### src/rtl/freq_gate_ctrl_pkg.sv
// freq_gate_ctrl_pkg: shared FSM encodings and decade divisors for the frequency counter blocks
// Contents:
//   FSM_IDLE..FSM_LATCH  3-bit measurement sequencer state encodings
//   DEC_DIV0..DEC_DIV3   decade divisors used for gate range selection (10**gate_sel)
package freq_gate_ctrl_pkg;
  localparam logic [2:0] FSM_IDLE  = 3'd0;
  localparam logic [2:0] FSM_CLEAR = 3'd1;
  localparam logic [2:0] FSM_GATE  = 3'd2;
  localparam logic [2:0] FSM_DRAIN = 3'd3;
  localparam logic [2:0] FSM_LATCH = 3'd4;
  localparam int DEC_DIV0 = 1;
  localparam int DEC_DIV1 = 10;
  localparam int DEC_DIV2 = 100;
  localparam int DEC_DIV3 = 1000;
endpackage

### src/rtl/freq_gate_ctrl_edge_sync.sv
// edge_sync: 2-FF synchroniser plus rising-edge detector for an asynchronous input
// Ports:
//   i_clk    system clock, rising edge
//   i_rst_n  asynchronous active-low reset
//   i_sig    asynchronous input
//   o_edge   one-cycle high on each synchronised rising edge (s2 & ~prev)
module edge_sync (
  input  logic i_clk,
  input  logic i_rst_n,
  input  logic i_sig,
  output logic o_edge
);
  logic r_s1, r_s2, r_prev;
  always_ff @(posedge i_clk or negedge i_rst_n)
    if (!i_rst_n) {r_s1, r_s2, r_prev} <= '0;
    else {r_s1, r_s2, r_prev} <= {i_sig, r_s1, r_s2};
  assign o_edge = r_s2 & ~r_prev;
endmodule

### src/rtl/freq_gate_ctrl.sv
// freq_gate_ctrl: measurement sequencer (clear, gate, drain, latch) for a cascaded BCD counter chain
// Optional feature macro: FREQ_RANGE_SEL_EN (adds i_gate_sel / o_range_q, gate = GATE_CYCLES / 10**gate_sel)
// Ports:
//   i_clk         system clock, rising edge
//   i_rst_n       asynchronous active-low reset
//   i_start       one-shot measurement request, sampled in IDLE only
//   i_continuous  re-arm automatically after every latch
//   i_sig_in      asynchronous signal under measurement
//   i_top_carry   carry out of the most-significant BCD digit
//   i_gate_sel    gate range select, sampled in CLEAR (FREQ_RANGE_SEL_EN only)
//   o_range_q     range of the last latched measurement (FREQ_RANGE_SEL_EN only)
//   o_cnt_en      count pulse to digit 0, one clk per input edge inside the gate
//   o_cnt_clr     synchronous clear to all digits, one clk
//   o_latch       load chain into display registers, one clk
//   o_overflow    overflow of the last latched measurement
//   o_busy        high in every state except IDLE
//   o_done        one clk pulse coincident with o_latch
module freq_gate_ctrl
  import freq_gate_ctrl_pkg::*;
#(
  parameter int GATE_CYCLES   = 100_000_000,
  parameter int GATE_W        = 27,
  parameter int SETTLE_CYCLES = 2
) (
  input  logic       i_clk,
  input  logic       i_rst_n,
  input  logic       i_start,
  input  logic       i_continuous,
  input  logic       i_sig_in,
  input  logic       i_top_carry,
`ifdef FREQ_RANGE_SEL_EN
  input  logic [1:0] i_gate_sel,
  output logic [1:0] o_range_q,
`endif
  output logic       o_cnt_en,
  output logic       o_cnt_clr,
  output logic       o_latch,
  output logic       o_overflow,
  output logic       o_busy,
  output logic       o_done
);
  logic [2:0] r_state, w_next;
  logic [GATE_W-1:0] r_gate, w_load;
  logic [3:0] r_settle;
  logic r_ovf_acc, w_edge;
  edge_sync u_sync (.i_clk(i_clk), .i_rst_n(i_rst_n), .i_sig(i_sig_in), .o_edge(w_edge));
`ifdef FREQ_RANGE_SEL_EN
  localparam logic [GATE_W-1:0] LOAD0 = GATE_W'(GATE_CYCLES / DEC_DIV0 - 1);
  localparam logic [GATE_W-1:0] LOAD1 = GATE_W'(GATE_CYCLES / DEC_DIV1 - 1);
  localparam logic [GATE_W-1:0] LOAD2 = GATE_W'(GATE_CYCLES / DEC_DIV2 - 1);
  localparam logic [GATE_W-1:0] LOAD3 = GATE_W'(GATE_CYCLES / DEC_DIV3 - 1);
  logic [1:0] r_range;
  assign w_load = i_gate_sel == 2'd0 ? LOAD0 : i_gate_sel == 2'd1 ? LOAD1 :
                  i_gate_sel == 2'd2 ? LOAD2 : LOAD3;
  always_ff @(posedge i_clk or negedge i_rst_n)
    if (!i_rst_n) begin
      r_range   <= '0;
      o_range_q <= '0;
    end else begin
      if (r_state == FSM_CLEAR) r_range <= i_gate_sel;
      if (r_state == FSM_LATCH) o_range_q <= r_range;
    end
`else
  assign w_load = GATE_W'(GATE_CYCLES - 1);
`endif
  always_comb begin
    w_next = r_state;
    case (r_state)
      FSM_IDLE:  if (i_start | i_continuous) w_next = FSM_CLEAR;
      FSM_CLEAR: w_next = FSM_GATE;
      FSM_GATE:  if (r_gate == '0) w_next = FSM_DRAIN;
      FSM_DRAIN: if (r_settle == '0) w_next = FSM_LATCH;
      FSM_LATCH: w_next = i_continuous ? FSM_CLEAR : FSM_IDLE;
      default:   w_next = FSM_IDLE;
    endcase
  end
  // r_settle is held at its reload value outside DRAIN so DRAIN always lasts SETTLE_CYCLES
  always_ff @(posedge i_clk or negedge i_rst_n)
    if (!i_rst_n) begin
      r_state    <= FSM_IDLE;
      r_gate     <= '0;
      r_settle   <= '0;
      r_ovf_acc  <= 1'b0;
      o_cnt_en   <= 1'b0;
      o_overflow <= 1'b0;
    end else begin
      r_state  <= w_next;
      o_cnt_en <= w_edge & (r_state == FSM_GATE);
      r_settle <= r_state == FSM_DRAIN ? r_settle - 1'b1 : 4'(SETTLE_CYCLES - 1);
      if (r_state == FSM_CLEAR) r_gate <= w_load;
      else if (r_state == FSM_GATE && r_gate != '0) r_gate <= r_gate - 1'b1;
      if (r_state == FSM_CLEAR) r_ovf_acc <= 1'b0;
      else if ((r_state == FSM_GATE || r_state == FSM_DRAIN) && i_top_carry) r_ovf_acc <= 1'b1;
      if (r_state == FSM_LATCH) o_overflow <= r_ovf_acc;
    end
  assign o_cnt_clr = r_state == FSM_CLEAR;
  assign o_latch   = r_state == FSM_LATCH;
  assign o_done    = o_latch;
  assign o_busy    = r_state != FSM_IDLE;
endmodule

### config.mk
export PLATFORM = sky130hd
export DESIGN_NAME = freq_gate_ctrl
export DESIGN_NICKNAME = d
export VERILOG_FILES = /design/src/rtl/freq_gate_ctrl_pkg.sv /design/src/rtl/freq_gate_ctrl_edge_sync.sv /design/src/rtl/freq_gate_ctrl.sv
export SDC_FILE = /design/constraint.sdc
export NUM_CORES = 1
export LEC_CHECK = 0
export CAP_MARGIN = 0
export CORE_UTILIZATION = 38
export CTS_CLUSTER_DIAMETER = 200
export DETAILED_ROUTE_END_ITERATION = 8
export DONT_BUFFER_PORTS = 1
export PLACE_DENSITY = 0.51
export SETUP_SLACK_MARGIN = 0.02
export SYNTH_ARGS = -nofsm -noshare
export SYNTH_HDL_FRONTEND = slang
export SYNTH_HIERARCHICAL = 1
export SYNTH_SLANG_ARGS = --single-unit
### constraint.sdc
create_clock -name i_clk -period 2.6 [get_ports i_clk]
set_clock_uncertainty 0.05 [all_clocks]
set_input_delay 0.26 -clock i_clk [delete_from_list [all_inputs] [get_ports i_clk]]
set_output_delay 0.26 -clock i_clk [all_outputs]
set_load 0.02 [all_outputs]
==> out/metrics.cfg <==
[detailed_routing]
totalWireLength_um=4760
drt_pass1_iterations=4
vias=1683
drt_iter0_drc=85
detail-route-antenna-nets=0
wl_per_cell_um=15.4
vias_per_cell=5.45
drcViolationCount=0

[critical_path]
critical_path.startpoint_type=flip-flop
cp_cell_sequence=inv_1 -> ha_1 -> nor4b_2 -> and4_1 -> a2111oi_0 -> mux2i_1
cpMaxStageDelayCell=and4_1
worst_setup_path_end_kind=flip-flop
cp_data_required_time_ps=2710
critical_path.max_fanout=14
worst-setup-path-type=flip-flop to flip-flop
cp.arrival_ps=2360
critical_path.max_stage_delay_ps=610

[hold_path]
timing.hold.worst.class=input pin to flip-flop

[finish]
drive_above_1_share_pct=12.2
syn2layout_area_growth_pct=10.2
final_nets=245
antenna_cells=0

[floorplanning]
start_util_pct=40.1
floorplan.rows=27
design.die.area_um2=6190
die_x_um=78.7
ios=12
floorplan.die.height_um=78.7
core-area_um2=5570

[clock_tree]
num_cts_buffers=5
clockBufferDepth=2
insertion_delay_of_the_later_clocked_pin_in_the_worst_skew_pair_ps=290
cts_tree=done
post_cts_buffers=0
cts.root.buffer_cell=clkbuf_8
cts.hold.buffers_added=3
clk_pin_slew_worst_paths_ps=80
resized_gates_after_cts=0
cts.htree.levels=2
numClockSinks=40

[yosys]
post-synth-top-area-fraction_pct=44.8
async_flop_share_pct=100
yosys.cell_count.top_type=dfrtp_1
synth_flop_cell=dfrtp_1
netlist.top_cell.by_area=dfrtp_1
synth_fp_nets=238
yosysUniqueCellTypes=46
synth-seq-cells=40
synthesized_area_per_cell_um2=9.76
synth-edff-count=0
synth.top_cells.by_count=40 x dfrtp_1, 28 x nor2_1, 21 x mux2i_1, 13 x nand2_1, 9 x nand3_1
synth-warning-count=6
synth-seq-area-share_pct=44.8
ys_top_cells_by_area=dfrtp_1 45%, mux2i_1 9.4%, nor2_1 4.7%
syn_inst=229
syn-cell-area_um2=2230

[global_routing]
grt_start_max_net_pins=41
grt_antenna_before_repair=0
number_of_global_route_vias_before_repair=1619
grt_pass1_wl_um=8230
grt_overflow_total=0
groute.usage.overall_pct=17.3

[placement]
hpwl_um=3160
port_buffers=0
final_replace_weighted_congestion=0.736

[status]
outcome=complete, no violations

[sta]
achievable-frequency_ghz=0.444
finalCritPeriodShare_pct=86.7
hold_ws_ps=54.4
total_negative_slack_for_setup_checks_ps=0
period_minus_slack_ps=2250
report.final.setup_viol=0
unrepaired_setup_endpoints_after_global_routing=no
finalMaxSlewViolations=0
hold_violations=0
slew_headroom_pct=59.4
worstMarginPinSlew_ps=603

[power_and_ir_drop]
leakage_uw=0.000911
power.density_nw_per_um2=792
max-vdd-ir-drop_mv=0.441

[job]
cap_viol_max_count=0

-- state kept, by name (all words and copies together) (netlist names) --
| signal | cells |
|---|---|
| r_ovf_acc | 1 |
| r_settle | 4 |
| r_gate | 27 |
| o_cnt_en | 1 |
| r_state | 3 |
| u_sync/r_s1 | 1 |
| o_overflow | 1 |
| u_sync/r_s2 | 1 |
| u_sync/r_prev | 1 |
-- cell type report --
type	count	area [µm²]
Sequential cell	40	1000
Inverter	8	30.0
Tap cell	72	90.1
Clock buffer	6	82.6
Clock inverter	2	10.0
Multi-Input combinational cell	170	1150
Fill cell	539	3110
Timing Repair Buffer	11	100
-- cells in the final DEF, fill, tap and decap left out, types with 3 or more instances in the layout --
cell type  synthesis  layout
a2111oi_0          5       5
a211o_1            3       3
a211oi_1           6       6
a21oi_1            7       7
and2_1             8       8
buf_4              2       8
clkbuf_8           0       6
dfrtp_1           40      40
ha_1               3       3
inv_1              7       7
mux2i_1           21      21
nand2_1           13      13
nand2b_1           6       6
nand3_1            9       9
nor2_1            28      28
nor3_1             7       7
nor4_1             7       7
nor4b_1            3       3
o211ai_1           3       3
o21ai_0            8       8
or3_1              3       3
or4_1              4       4
-- power by group --
group          leakage, µW  internal [µW]  switching (µW)  total [µW]
clock            0.0000510            212             222         434
sequential        0.000452            747             176         923
combinational     0.000408            266             328         594
total             0.000911           1220             726        1950
-- worst paths after layout --
kind                       cells after the start  slack [ps]          from          end
min in group asynchronous                      2         380       i_rst_n    r_gate[1]
min                                            2          50  i_continuous   r_state[0]
min reg2reg                                    0         310   u_sync/r_s1  u_sync/r_s2
max in group asynchronous                      2        1910       i_rst_n   r_gate[14]
max                                            6         350     r_gate[0]   r_gate[11]
max reg2reg                                    6         350     r_gate[0]   r_gate[11]
-- logic make-up (layout without fill, tap and decap cells) --
| family | Yosys count | after routing | synth area share, % |
|---|---|---|---|
| buffers and inverters | 19 | 27 | 3.75 |
| DFF | 40 | 40 | 44.8 |
| xor gates and xnor gates | 2 | 2 | 0.784 |
| AOI/OAI and AO/OA | 37 | 37 | 11.8 |
| and+or+nand+nor | 106 | 106 | 27.3 |
| muxes | 22 | 22 | 9.91 |
| adders and majority gates | 3 | 3 | 1.68 |
-- layer usage --
| layer | global-route usage (%) | wire length (µm) |
|---|---|---|
| met1 | 25.2 | 2480 |
| met5 | 0 | 0 |
| met4 | 5.56 | 44 |
| met3 | 3.49 | 88 |
| met2 | 25.5 | 2150 |
-- critical path, delay by kind of cell, from the launching register on --
family	cells	cell delay, ps
AOI/OAI and AO/OA	1	220
adders and majority gates	1	180
muxes	1	160
DFF	1	430
buffers and inverters	1	70
and+or+nand+nor	2	1010
-- metrics by stage --
stage                     power [µW]  cells  cell area, µm²  worst slack, ps  utilization (%)
final                           1950    309            2460              345             44.2
after global routing            2100    309            2460             66.7             44.2
after CTS                       1980    309            2460              314             44.2
after detailed placement        1510    298            2330              340             41.8
after global placement          1520    298            2330              360             41.8
after floorplan                 1350    229            2230              624                -
Power figures use the tool's default switching activity.
